$ cat config.mk
export PLATFORM = sky130hd
export DESIGN_NAME = csm_nport_flat
export DESIGN_NICKNAME = d
export VERILOG_FILES = /design/src/rtl/csm_nport_if.sv /design/src/rtl/csm_nport.sv /design/src/flat_wrapper.sv
export SDC_FILE = /design/constraint.sdc
export NUM_CORES = 1
export LEC_CHECK = 0
export BUFFER_PORTS_ARGS = -buffer_cell sky130_fd_sc_hd__buf_2
export CORE_MARGIN = 10
export CORE_UTILIZATION = 53
export DETAILED_ROUTE_END_ITERATION = 10
export PLACE_DENSITY_LB_ADDON = 0.05
export SETUP_SLACK_MARGIN = 0.2
export SLEW_MARGIN = 40
export SYNTH_ARGS = -nofsm -noshare
export SYNTH_HDL_FRONTEND = slang
export SYNTH_SLANG_ARGS = --single-unit
$ cat constraint.sdc
create_clock -name clk -period 2.35 [get_ports clk]
set_clock_uncertainty 0.2 [all_clocks]
set_input_delay 0.235 -clock clk [delete_from_list [all_inputs] [get_ports clk]]
set_output_delay 0.235 -clock clk [all_outputs]
set_load 0.05 [all_outputs]
$ cat src/rtl/csm_nport_if.sv
// Bundle of per-port command and response signals for the N-port shared-memory controller.
// The lock-release strobe is named release_lock because "release" is a reserved word.
interface csm_nport_if #(
  parameter int NPORTS = 4,
  parameter int DATA_W = 8
);
  logic [NPORTS*DATA_W-1:0] in_ad;
  logic [NPORTS-1:0]        rw;
  logic [NPORTS-1:0]        enable;
  logic [NPORTS-1:0]        hold;
  logic [NPORTS-1:0]        release_lock;
  logic [NPORTS-1:0]        ack;
  logic [NPORTS*DATA_W-1:0] out_data;
  logic [NPORTS*2-1:0]      err;

  modport master (
    output in_ad, rw, enable, hold, release_lock,
    input  ack, out_data, err
  );

  modport slave (
    input  in_ad, rw, enable, hold, release_lock,
    output ack, out_data, err
  );
endinterface

$ cat src/rtl/csm_nport.sv
// Lock-based N-port shared-memory controller: round-robin lock grant, muxed address/data
// reads and writes by the lock owner, and an idle-hold watchdog that reclaims the lock.
module csm_nport #(
  parameter int NPORTS       = 4,
  parameter int DATA_W       = 8,
  parameter int DEPTH        = 16,
  parameter int HOLD_TIMEOUT = 32
) (
  input  logic        clk,
  input  logic        reset_n,
  csm_nport_if.slave  bus
);
  localparam int ADDR_W = $clog2(DEPTH);
  localparam int PORT_W = $clog2(NPORTS);
  localparam int CNT_W  = $clog2(HOLD_TIMEOUT + 2);

  generate
    if (ADDR_W > DATA_W || NPORTS < 2 || NPORTS > 8) begin : g_bad_params
      $error("csm_nport: illegal parameters (need 2<=NPORTS<=8 and clog2(DEPTH)<=DATA_W)");
    end
  endgenerate

  typedef enum logic [1:0] {IDLE, GRANT, WDATA} state_t;

  state_t              state;
  logic [PORT_W-1:0]   owner;
  logic [PORT_W-1:0]   rr_ptr;
  logic [PORT_W-1:0]   pick;
  logic [PORT_W-1:0]   idx;
  logic                pick_valid;
  logic [CNT_W-1:0]    wd_cnt;
  logic [ADDR_W-1:0]   wr_addr;
  logic [DATA_W-1:0]   mem   [DEPTH];
  logic [DATA_W-1:0]   ad    [NPORTS];
  logic [DATA_W-1:0]   rdata [NPORTS];
  logic [NPORTS-1:0]   ack_set;
  logic [NPORTS-1:0]   ack_q;
  logic [1:0]          err_next [NPORTS];
  logic [1:0]          err_q    [NPORTS];
  logic                own_en;
  logic                own_rel;
  logic                evict;
  logic                is_owner;

  for (genvar i = 0; i < NPORTS; i++) begin : g_port
    assign ad[i]                            = bus.in_ad[i*DATA_W +: DATA_W];
    assign bus.out_data[i*DATA_W +: DATA_W] = rdata[i];
    assign bus.err[2*i +: 2]                = err_q[i];
  end
  assign bus.ack = ack_q;

  // Round-robin search: walk from the port after rr_ptr, wrapping, first holder wins.
  always_comb begin
    pick_valid = 1'b0;
    pick       = rr_ptr;
    idx        = rr_ptr;
    for (int k = 0; k < NPORTS; k++) begin
      idx = (idx == PORT_W'(NPORTS - 1)) ? '0 : idx + PORT_W'(1);
      if (!pick_valid && bus.hold[idx]) begin
        pick_valid = 1'b1;
        pick       = idx;
      end
    end
  end

  // An error on a port masks that port's ack in the same cycle; the access itself still
  // takes effect, so ack and err never coincide.
  always_comb begin
    own_en   = bus.enable[owner];
    own_rel  = bus.release_lock[owner];
    evict    = (HOLD_TIMEOUT != 0) && (state == GRANT) && !own_en && !own_rel &&
               (wd_cnt == CNT_W'(HOLD_TIMEOUT - 1));
    ack_set  = '0;
    is_owner = 1'b0;
    case (state)
      IDLE:    if (pick_valid) ack_set[pick] = 1'b1;
      GRANT:   if (own_en && bus.rw[owner]) ack_set[owner] = 1'b1;
      WDATA:   ack_set[owner] = 1'b1;
      default: ;
    endcase
    for (int i = 0; i < NPORTS; i++) begin
      is_owner    = (state != IDLE) && (owner == PORT_W'(i));
      err_next[i] = 2'b00;
      if (bus.enable[i] && !is_owner)
        err_next[i] = 2'b01;
      if (bus.release_lock[i] && (!is_owner || state == WDATA || bus.enable[i]))
        err_next[i] = 2'b11;
      if (evict && is_owner)
        err_next[i] = 2'b10;
    end
  end

  always_ff @(posedge clk or negedge reset_n) begin
    if (!reset_n) begin
      state   <= IDLE;
      owner   <= '0;
      rr_ptr  <= PORT_W'(NPORTS - 1);
      wd_cnt  <= '0;
      wr_addr <= '0;
      ack_q   <= '0;
      for (int i = 0; i < NPORTS; i++) begin
        err_q[i] <= 2'b00;
        rdata[i] <= '0;
      end
    end else begin
      for (int i = 0; i < NPORTS; i++) begin
        err_q[i] <= err_next[i];
        ack_q[i] <= ack_set[i] && (err_next[i] == 2'b00);
      end
      case (state)
        IDLE: begin
          if (pick_valid) begin
            owner  <= pick;
            rr_ptr <= pick;
            wd_cnt <= '0;
            state  <= GRANT;
          end
        end
        GRANT: begin
          if (own_en) begin
            wd_cnt <= '0;
            if (bus.rw[owner]) begin
              rdata[owner] <= mem[ad[owner][ADDR_W-1:0]];
            end else begin
              wr_addr <= ad[owner][ADDR_W-1:0];
              state   <= WDATA;
            end
          end else if (own_rel || evict) begin
            state <= IDLE;
          end else if (HOLD_TIMEOUT != 0) begin
            wd_cnt <= wd_cnt + CNT_W'(1);
          end
        end
        WDATA:   state <= GRANT;
        default: state <= IDLE;
      endcase
    end
  end

  // The array has no reset; an async reset during WDATA leaves state IDLE so no write lands.
  always_ff @(posedge clk) begin
    if (state == WDATA)
      mem[wr_addr] <= ad[owner];
  end
endmodule

$ cat src/flat_wrapper.sv
// flat-port wrapper written by rule: the top's interface ports become plain ports
module csm_nport_flat 
#(
  parameter int NPORTS       = 4,
  parameter int DATA_W       = 8,
  parameter int DEPTH        = 16,
  parameter int HOLD_TIMEOUT = 32
)
  (clk, reset_n, bus_in_ad, bus_rw, bus_enable, bus_hold, bus_release_lock, bus_ack, bus_out_data, bus_err);
  csm_nport_if #(.NPORTS(NPORTS), .DATA_W(DATA_W)) bus_i ();
  input  logic clk;
  input  logic reset_n;
  input wire logic [$bits(bus_i.in_ad)-1:0] bus_in_ad;
  input wire logic [$bits(bus_i.rw)-1:0] bus_rw;
  input wire logic [$bits(bus_i.enable)-1:0] bus_enable;
  input wire logic [$bits(bus_i.hold)-1:0] bus_hold;
  input wire logic [$bits(bus_i.release_lock)-1:0] bus_release_lock;
  output wire logic [$bits(bus_i.ack)-1:0] bus_ack;
  output wire logic [$bits(bus_i.out_data)-1:0] bus_out_data;
  output wire logic [$bits(bus_i.err)-1:0] bus_err;
  assign bus_i.in_ad = bus_in_ad;
  assign bus_i.rw = bus_rw;
  assign bus_i.enable = bus_enable;
  assign bus_i.hold = bus_hold;
  assign bus_i.release_lock = bus_release_lock;
  assign bus_ack = bus_i.ack;
  assign bus_out_data = bus_i.out_data;
  assign bus_err = bus_i.err;
  csm_nport #(.NPORTS(NPORTS), .DATA_W(DATA_W), .DEPTH(DEPTH), .HOLD_TIMEOUT(HOLD_TIMEOUT)) u_core (.clk(clk), .reset_n(reset_n), .bus(bus_i));
endmodule
==> impl_metrics.json <==
{
  "status": "finished, violations left",
  "violations": "negative setup slack",
  "vias": 6108,
  "cts_made_buffers": 17,
  "clockBufferDepth": 2,
  "grt_overflow": 0,
  "max_slew.worst_pin.slew_ns": 0.941,
  "cp_num_buf_inv": 2,
  "synth.distinct_cells": 59,
  "drv_cap": 0,
  "p_per_area_mw_per_mm2": 1500,
  "slew_headroom": 0.367,
  "worst_slack_ns": -0.279,
  "dieHeight_um": 146,
  "clock_latency_ns": 0.43,
  "antennaDiodeCount": 0,
  "synth.largest_area_cell": "edfxtp_1",
  "htree_levels": 4,
  "cp.arrival_ns": 2.74,
  "power.internal_mw": 10.1,
  "synthFlopType": "edfxtp_1",
  "grt_pass1_wl_um": 34900,
  "synthArstFlopShare": 0.319,
  "yosysWarnings": 0,
  "synth-seq-area-share": 0.633,
  "synth_edf_count": 128,
  "io_pins": 94,
  "wl_per_cell_um": 22.0,
  "path_clk_slew_ns": 0.06,
  "yosysTopAreaCellShare": 0.455,
  "fmax_mhz": 380,
  "avgSynthCellArea_um2": 13.5,
  "drc": 0,
  "portBuffers": 93,
  "routabilityCongestion": 0.868,
  "fillers": 1085,
  "cpPeakStageDelay_ns": 0.71,
  "syn-instance-count": 627,
  "antenna_found_initial": 0,
  "hold_viol": 0,
  "die_area_mm2": 0.0214,
  "seq_area_mm2": 0.00535,
  "critPathCaptureType": "register",
  "crit_chain": "mux4_4 -> buf_12 -> buf_16 -> mux2i_1 -> a22oi_2 -> and4_4 -> a31oi_4 -> o21ai_1",
  "seqPwrFrac": 0.275,
  "grt.total_usage": 0.209,
  "required_ns": 2.46,
  "hpwl_um": 15300,
  "grt_setup_unrepaired": "yes",
  "firstDrtPassIters": 5,
  "grt_max_degree": 33,
  "syn_to_final_growth_pct": 34.8,
  "cts-root-buf": "clkbuf_16",
  "clkPwrFrac": 0.157,
  "fin_nets": 881,
  "start_util": 0.536,
  "power.leakage_nw": 4.56,
  "switchingPower_mw": 6.95,
  "layout_commonest_cell": "edfxtp_1",
  "critPathKind": "reg -> reg",
  "grt_pass1_vias": 6216,
  "final_util": 0.722,
  "ys_seq_elements": 188,
  "hold_class": "in -> reg",
  "synth_area_mm2": 0.00845,
  "slew_violations": 0,
  "finalCritPeriodShare": 1.12,
  "core_mm2": 0.0158,
  "drt_iter0_drc": 471,
  "layout-drive-gt1-share": 0.421,
  "rows": 46,
  "final_antenna_net_count": 0,
  "most-common-layout-cells": "edfxtp_1 (128), buf_2 (93), buf_4 (73)",
  "p_comb_frac": 0.568,
  "finalSetupViolations": 52,
  "synthTopCellsByArea": "edfxtp_1 (46%), dfrtp_1 (17%), mux2i_1 (8.4%)",
  "final.min_clock_period_ns": 2.63,
  "die_w_um": 146,
  "crit_path_max_fanout": 10,
  "multi_input_area_mm2": 0.00336,
  "critPathLaunchType": "register",
  "power_switching_share": 0.408,
  "cp_top_family": "multiplexers",
  "cts_tree": "built",
  "cts_sinks": 188,
  "via_per_inst": 5.78,
  "holdWs_ns": 0.0258,
  "ir_drop_uv": 911,
  "routed_wl_um": 23200,
  "slowest_stage": "mux4_4",
  "synthesis.nets": 679
}
metal layers:
| metal | vias up | part of all wire | track usage |
|---|---|---|---|
| li1 | 2789 | - | - |
| met1 | 3014 | 0.40 | 0.265 |
| met2 | 255 | 0.50 | 0.344 |
| met3 | 50 | 0.072 | 0.0516 |
| met4 | 0 | 0.027 | 0.0711 |
| met5 | - | 0 | 0 |
what timing repair did:
action                                  CTS  global route
setup buffers                            16            16
endpoints found under the setup margin   68           144
endpoints found under the hold margin    29             0
pin swaps                                28            23
cloned                                    4             4
resized for setup                        61            61
hold buffers                              9             0
power by group through the flow:
stage | Clock [mW] | Combinational, mW | Sequential (mW)
2_1_floorplan | 0 | 4.04 | 5.73
3_3_place_gp | 0 | 7.29 | 4.71
3_5_place_dp | 0 | 7.40 | 4.75
4_1_cts | 2.71 | 8.58 | 4.68
5_1_grt | 2.84 | 10.2 | 4.74
6_report | 2.68 | 9.67 | 4.69
cell type report:
class / count / area share
Inverter: 5 / 0.00165
Clock buffer: 19 / 0.0380
Tap cell: 216 / 0.0237
Sequential cell: 188 / 0.470
Clock inverter: 12 / 0.00967
Timing Repair Buffer: 217 / 0.162
Multi-Input combinational cell: 400 / 0.295
cells in the mapped netlist, types with 5 or more instances:
master,number
o21ai_1,32
and3_1,6
mux2i_1,71
a22oi_2,6
buf_6,6
nand3_1,6
nand2_1,74
nor3_1,10
buf_2,11
nor2_1,33
buf_4,5
a21oi_1,20
dfrtp_1,58
clkbuf_1,11
edfxtp_1,128
inv_1,5
o21ai_0,14
a22oi_1,11
mux4_2,11
and4_1,8
nor2b_1,7
nand2b_1,11
mux2_2,6
cells by family after synthesis:
| group | Yosys count | share of synthesized area |
|---|---|---|
| buf+inv | 40 | 0.0270 |
| fa+ha+maj | 2 | 0.00296 |
| xor+xnor | 4 | 0.00415 |
| flops | 188 | 0.633 |
| mux | 88 | 0.121 |
| compound gates | 125 | 0.107 |
| simple gates | 180 | 0.105 |
state kept, by name, indices dropped and copies added (netlist names):
register	flops
u_core.state	2
u_core.bus.out_data	32
u_core.bus.err	8
u_core.rr_ptr	2
u_core.owner	2
u_core.bus.ack	4
u_core.wd_cnt	6
u_core.wr_addr	4
u_core.mem	128
worst min-delay path, cell delays in order:
cell    delay, ns
buf_2        0.16
nor3_1       0.08
nor2_1       0.12
final timing paths:
path / startpoint / endpoint / slack (ns) / depth (start not counted)
min in group asynchronous: reset_n / u_core.bus.err[3]$_DFF_PN0_ / 0.12 / 2
max in group asynchronous: reset_n / u_core.rr_ptr[0]$_DFFE_PN1P_ / 1.07 / 3
worst min-delay path: bus_release_lock[1] / u_core.bus.err[2]$_DFF_PN0_ / 0.03 / 3
worst min register to register: u_core.bus.out_data[19]$_DFFE_PN0P_ / u_core.bus.out_data[19]$_DFFE_PN0P_ / 0.28 / 2
worst max register to register: u_core.owner[0]$_DFFE_PN0P_ / u_core.bus.out_data[18]$_DFFE_PN0P_ / -0.28 / 8
worst max-delay path: u_core.owner[0]$_DFFE_PN0P_ / u_core.bus.out_data[18]$_DFFE_PN0P_ / -0.28 / 8
stage by stage:
stage	std cells	worst slack (ns)	power [mW]	TNS [ns]	area [µm²]
after global routing	1057	-0.351	17.8	-13.43	11400
after CTS	1037	-0.251	16.0	-7.73	10800
after global placement	977	-0.267	12.0	-6.99	9720
final	1057	-0.279	17.0	-9.58	11400
after floorplan	627	-0.0971	9.77	-0.334	8560
after detailed placement	977	-0.361	12.2	-8.53	9720
Power figures use the tool's default switching activity.
